$ cat config.mk
export PLATFORM = sky130hd
export DESIGN_NAME = audio_frontend
export DESIGN_NICKNAME = d
export VERILOG_FILES = /design/src/rtl/audio_frontend_pkg.sv /design/src/rtl/af_clkgen.sv /design/src/rtl/audio_frontend.sv
export SDC_FILE = /design/constraint.sdc
export NUM_CORES = 1
export LEC_CHECK = 0
export ABC_CLOCK_PERIOD_IN_PS = 9200
export BUFFER_PORTS_ARGS = -buffer_cell sky130_fd_sc_hd__buf_4
export CAP_MARGIN = 20
export CORE_ASPECT_RATIO = 0.6
export CORE_MARGIN = 1
export CORE_UTILIZATION = 43
export CTS_CLUSTER_DIAMETER = 80
export CTS_CLUSTER_SIZE = 20
export DETAILED_ROUTE_END_ITERATION = 8
export HOLD_SLACK_MARGIN = 0.03
export PLACE_DENSITY = 0.58
export SLEW_MARGIN = 30
export SYNTH_ARGS = -nofsm -noshare
export SYNTH_HDL_FRONTEND = slang
export SYNTH_SLANG_ARGS = --single-unit
$ cat constraint.sdc
create_clock -name clk -period 9.2 [get_ports clk]
set_input_delay 0.92 -clock clk [delete_from_list [all_inputs] [get_ports clk]]
set_output_delay 0.92 -clock clk [all_outputs]
set_load 0.005 [all_outputs]
$ cat src/rtl/audio_frontend_pkg.sv
// audio_frontend_pkg: shared state encoding, audio constants and gain scaling helper
package audio_frontend_pkg;

  typedef enum logic [1:0] {MUTED, RAMP_UP, RUN, RAMP_DOWN} st_t;

  localparam logic [7:0] MIDSCALE  = 8'd128;
  localparam logic [4:0] GAIN_FULL = 5'd16;

  // Scale an offset-binary sample about midscale by g/16, flooring, clamped to 8 bits
  function automatic logic [7:0] scale(input logic [7:0] avg, input logic [4:0] g);
    logic signed [14:0] dif;
    logic signed [14:0] prod;
    logic signed [14:0] res;
    dif  = $signed({7'd0, avg}) - 15'sd128;
    prod = dif * $signed({10'd0, g});
    res  = (prod >>> 4) + 15'sd128;
    return (res < 15'sd0) ? 8'd0 : (res > 15'sd255) ? 8'd255 : res[7:0];
  endfunction

endpackage

$ cat src/rtl/af_clkgen.sv
// af_clkgen: free-running ADC conversion clock and the capture strobe derived from it
module af_clkgen
  import audio_frontend_pkg::*;
#(
  parameter int HALF_DIV = 4,
  parameter int CAP_DLY  = 2
) (
  input  logic clk,
  input  logic rst,
  output logic adc_clk,
  output logic cap
);

  localparam logic [7:0] DIV_LAST = 8'(HALF_DIV - 1);
  localparam logic [7:0] CAP_AT   = 8'(CAP_DLY - 1);

  logic [7:0] div_cnt;

  // divider restarts on every adc_clk toggle, so in the high half it counts cycles since the rise
  always_ff @(posedge clk or posedge rst) begin
    if (rst) begin
      div_cnt <= '0;
      adc_clk <= 1'b0;
    end else begin
      div_cnt <= (div_cnt == DIV_LAST) ? '0 : div_cnt + 8'd1;
      if (div_cnt == DIV_LAST) adc_clk <= ~adc_clk;
    end
  end

  // strobe is high in the cycle whose closing edge lies CAP_DLY cycles after the rise
  assign cap = adc_clk && (div_cnt == CAP_AT);

endmodule

$ cat src/rtl/audio_frontend.sv
// audio_frontend: ADC capture, block averaging, click-free gain ramp and overload detection
module audio_frontend
  import audio_frontend_pkg::*;
#(
  parameter int         HALF_DIV = 4,
  parameter int         CAP_DLY  = 2,
  parameter int         DEC_LOG2 = 4,
  parameter logic [7:0] OVL_LO   = 8'd4,
  parameter logic [7:0] OVL_HI   = 8'd251
) (
  input  logic       clk,
  input  logic       rst,
  input  logic       en,
  input  logic [7:0] adc_data,
  output logic       adc_clk,
  output logic [7:0] audio,
  output logic       audio_vld,
  output logic       ovl,
  input  logic       ovl_clr
);

  localparam int         ACC_W = 8 + DEC_LOG2;
  localparam logic [7:0] LAST  = 8'((1 << DEC_LOG2) - 1);

  logic             cap;
  logic             smp_vld;
  logic [7:0]       smp;
  logic [ACC_W-1:0] acc;
  logic [ACC_W-1:0] acc_sum;
  logic [7:0]       cnt;
  logic             avg_vld;
  logic [7:0]       avg;
  st_t              st;
  st_t              st_n;
  logic [4:0]       g;
  logic [4:0]       g_n;

  af_clkgen #(.HALF_DIV(HALF_DIV), .CAP_DLY(CAP_DLY)) u_clkgen (
    .clk(clk),
    .rst(rst),
    .adc_clk(adc_clk),
    .cap(cap)
  );

  // capture register; overload is judged on the captured code and a new set wins over clear
  always_ff @(posedge clk or posedge rst) begin
    if (rst) begin
      smp     <= '0;
      smp_vld <= 1'b0;
      ovl     <= 1'b0;
    end else begin
      smp_vld <= cap;
      if (cap) smp <= adc_data;
      ovl <= (cap && (adc_data <= OVL_LO || adc_data >= OVL_HI)) || (ovl && !ovl_clr);
    end
  end

  assign acc_sum = acc + ACC_W'(smp);

  // block accumulator; the completing sample goes into the average and the next block starts empty
  always_ff @(posedge clk or posedge rst) begin
    if (rst) begin
      acc     <= '0;
      cnt     <= '0;
      avg     <= MIDSCALE;
      avg_vld <= 1'b0;
    end else begin
      avg_vld <= smp_vld && (cnt == LAST);
      if (smp_vld) begin
        acc <= (cnt == LAST) ? '0 : acc_sum;
        cnt <= (cnt == LAST) ? '0 : cnt + 8'd1;
        if (cnt == LAST) avg <= acc_sum[ACC_W-1:DEC_LOG2];
      end
    end
  end

  // gain state register, advanced only when a new average arrives
  always_ff @(posedge clk or posedge rst) begin
    if (rst) begin
      st <= MUTED;
      g  <= '0;
    end else begin
      st <= st_n;
      g  <= g_n;
    end
  end

  // ramps step one gain unit per output sample and reverse in place when en flips
  always_comb begin
    st_n = st;
    g_n  = g;
    if (avg_vld)
      case (st)
        MUTED: if (en) begin
          st_n = RAMP_UP;
          g_n  = 5'd1;
        end
        RUN: if (!en) begin
          st_n = RAMP_DOWN;
          g_n  = GAIN_FULL - 5'd1;
        end
        default: begin
          g_n  = en ? g + 5'd1 : g - 5'd1;
          st_n = (g_n == GAIN_FULL) ? RUN : (g_n == 5'd0) ? MUTED : en ? RAMP_UP : RAMP_DOWN;
        end
      endcase
  end

  // output stage applies the gain that takes effect on this sample boundary
  always_ff @(posedge clk or posedge rst) begin
    if (rst) begin
      audio     <= MIDSCALE;
      audio_vld <= 1'b0;
    end else begin
      audio_vld <= avg_vld;
      if (avg_vld) audio <= (st_n == MUTED) ? MIDSCALE : scale(avg, g_n);
    end
  end

endmodule

==> summary.txt <==
Run status
  • Status: finished, final reports clean

CTS
  • CTS HTree Levels: 3
  • Clk buf depth: 2
  • Clock Latency Late Sink: 0.33 ns
  • Reg clk slew, reported paths: 0.06 ns
  • Root Driver: clkbuf_16
  • CTS tree: done
  • CTS Buf Count: 9
  • Post-cts sizing count: 0
  • Post-CTS Setup Repair Bufs: 0
  • Clock sink count: 64
  • Post-CTS Hold Buffers: 0

Hold path
  • Hold EP: u_clkgen.div_cnt[7]
  • Worst min-delay path category: reg -> reg
  • Worst hold path cell count: 1
  • Hold path start: u_clkgen.div_cnt[7]

Detailed routing
  • DR vias: about 3,600
  • Total Wirelength: 9910 um
  • Via density: just over 5
  • Post-DR wirelength/cell: ~14 um
  • DRT iter0 DRCs: 185
  • Post-route ant nets: 0
  • DRT Pass-1 Iters: 4
  • DRC: 0

Synth
  • Post-synth EDFFs: 0
  • Ys flop type: dfrtp_1
  • Yosys top cell by area: dfrtp_1
  • Syn Inst Count: ~520
  • Yosys warnings: 0
  • Most common cell in the synthesized netlist: inv_1
  • Mapped Nets: 607
  • Top cells by area, synth: dfrtp_1 (31%), fa_1 (11%), ha_1 (11%), inv_1 (5.8%), nand2_1 (3.7%)
  • Synth top cells by count: inv_1 (78), dfrtp_1 (62), nand2_1 (50)
  • Yosys reg bits: 64
  • Mapped cell area: around 5000 um2
  • Register area share after synthesis: 32.0%
  • Syn_area_per_cell: between 9 and 10 um2
  • Yosys top cell area share: 31.0%
  • Async SR Flop Fraction: between 90% and 100%
  • Unique masters post-synth: 56

Critical path
  • CP Max Fanout: 9
  • R2R Path Start: g[0]
  • Worst reg-to-reg path cell count: 24
  • Crit end category: flip-flop
  • FF-to-FF End: audio[6]
  • R2R Setup Slk: 2.83 ns
  • Setup crit start: en
  • Worst setup SP type: primary input
  • Setup Crit Path Kind: in -> reg
  • Data required, critical path: 9.47 ns
  • Critical Path AT: 7.10 ns

Pwr
  • P_sw: 0.000256 W
  • Sequential power share: 37.6%
  • Pleak: ~2.8 nW
  • PD cells: 156 nW/um2
  • Power share of the combinational group: 20.3%
  • Pint: 0.000629 W
  • Switching Fraction: 28.9%
  • Clock group share of total power: 42.1%
  • VDD IR-drop max: 83.7 uV

Cells and area
  • Post-Layout Cell Count: 713
  • Filler Cell Count: about 1,000
  • Utilization after layout: roughly half
  • Area grow syn2layout: 13.2%
  • Fin area: 5670 um2
  • Nets: 632
  • Ant diodes: 0
  • Ratio of cells with drive above 1 in the final layout: a little under an eighth

STA
  • Final period util: 74.3%
  • RSZ-0062 raised after global routing: no
  • F_max: 146 MHz
  • Fin Hold WS: 0.468 ns
  • Least-Margin Pin Slew: between 0.8 and 0.9 ns
  • Final worst clock skew: 0.00693 ns
  • Endpoints failing setup: 0
  • Setup TNS Final: 0 ns
  • Final hold vios: 0
  • Crit path time final: 6.84 ns
  • Slew Limit Fails: 0
  • Slew headroom: a little over two fifths

Die
  • Io pins: 23
  • Die area: 12,100 um2
  • Area of the core: 11,300 um2
  • Die Width: 141 um
  • Die Span Y: between 80 and 90 um
  • Starting Density: ~44%
  • Row Count: 30

Placed design
  • DP HPWL: 7610 um
  • Placed Cells: approximately 700
  • Placed cell areas: 5340 um2
  • Gpl congestion: 0.860
  • PortBufs: 22

Run
  • Max cap viols: 0

GRT
  • Vias in the first global route: around 3,600
  • Initial antenna violation count: 0
  • Largest net degree at the start of global routing: 65
  • Grt total ovfl: 0
  • Tot GR Track Use: 18.3%
  • First-pass GRT wire length: 17,600 um
==> metal layers <==
layer  GRT usage (%)  share of wire, %  vias up
li1                -                 -     1807
met3            4.19               3.1        5
met4            3.26              0.51        0
met2            26.3                40       45
met5               0                 0        -
met1            28.1                57     1791
==> placed cells by master, fill, tap and decap left out, types with 3 or more instances in the layout <==
master / instances
o21a_1: 5
nand2b_1: 5
a41oi_1: 3
dfrtp_1: 62
xnor2_1: 20
xor2_1: 12
a21o_1: 6
fa_1: 28
buf_4: 24
o21ai_0: 29
nor2b_1: 19
nor2_1: 12
mux2_2: 10
inv_1: 77
ha_1: 44
clkbuf_16: 9
o22ai_1: 7
and2_1: 15
nand3_1: 13
nor3_1: 10
mux2i_1: 5
a221o_1: 7
nand2_1: 50
a21oi_1: 27
and3_1: 8
==> worst max path at each step <==
stage | slack [ns] | endpoint
final | 2.36 | audio[6]
after global routing | 1.86 | audio[6]
after CTS | 2.40 | audio[6]
after detailed placement | 2.07 | audio[3]
after global placement | 2.30 | audio[4]
after floorplan | 2.97 | audio[1]
==> worst max-delay path, stage by stage <==
cell and delay, ns:
buf_4 0.15, inv_1 0.12, ha_1 0.33, a21oi_1 0.14, o21ai_0 0.11, xor2_1 0.17, nand2_1 0.07, o21ai_0 0.08
mux2i_1 0.66, nor2b_1 0.11, ha_1 0.35, fa_1 0.54, inv_1 0.05, fa_1 0.52, inv_1 0.04, ha_1 0.34
a21oi_1 0.24, o21ai_0 0.23, nor2b_1 0.19, a31oi_1 0.23, mux2i_1 0.30, ha_1 0.25, nor3_1 0.07, or3_1 0.41
a211oi_4 0.32, a221o_1 0.17
==> sequential cells by signal, summed over array words and instances (netlist names) <==
signal and flops:
acc 12, audio 8, audio_vld 1, avg 8, avg_vld 1, cnt 8
g 5, ovl 1, smp 8, smp_vld 1, st 2, u_clkgen.adc_clk 1
u_clkgen.div_cnt 8
==> cell type report <==
cell class	count	area [um2]	share of cell area, %
multi-input combinational	371	3070	54.1
sequential	64	1600	28.3
inverter	78	293	5.16
clock buffer	9	225	3.97
tap	160	200	3.53
timing repair buffer	24	180	3.18
clock inverter	7	103	1.81
==> kinds of logic after synthesis <==
logic type / after synthesis / synth area share, %
XOR/XNOR: 33 / 5.92
multiplexers: 16 / 3.55
adder cells (fa/ha/maj): 72 / 22.2
flip-flops: 64 / 32.0
buffers and inverters: 88 / 6.77
AO/OA/AOI/OAI: 107 / 14.9
AND/OR/NAND/NOR: 143 / 14.6
==> through the flow <==
step	setup slack, ns	total power, W
6_report	2.36	0.000884
5_1_grt	1.86	0.000938
4_1_cts	2.40	0.000893
3_5_place_dp	2.07	0.000515
3_3_place_gp	2.30	0.000508
2_1_floorplan	2.97	0.000474
==> power by group through the flow <==
stage	clock network (W)	logic (W)	registers [W]
final	0.000373	0.000179	0.000333
after detailed placement	0	0.000178	0.000337
after global routing	0.000394	0.000206	0.000337
after global placement	0	0.000173	0.000335
after floorplan	0	0.000147	0.000327
after CTS	0.000381	0.000180	0.000332
(Power assumes the default switching activity.)
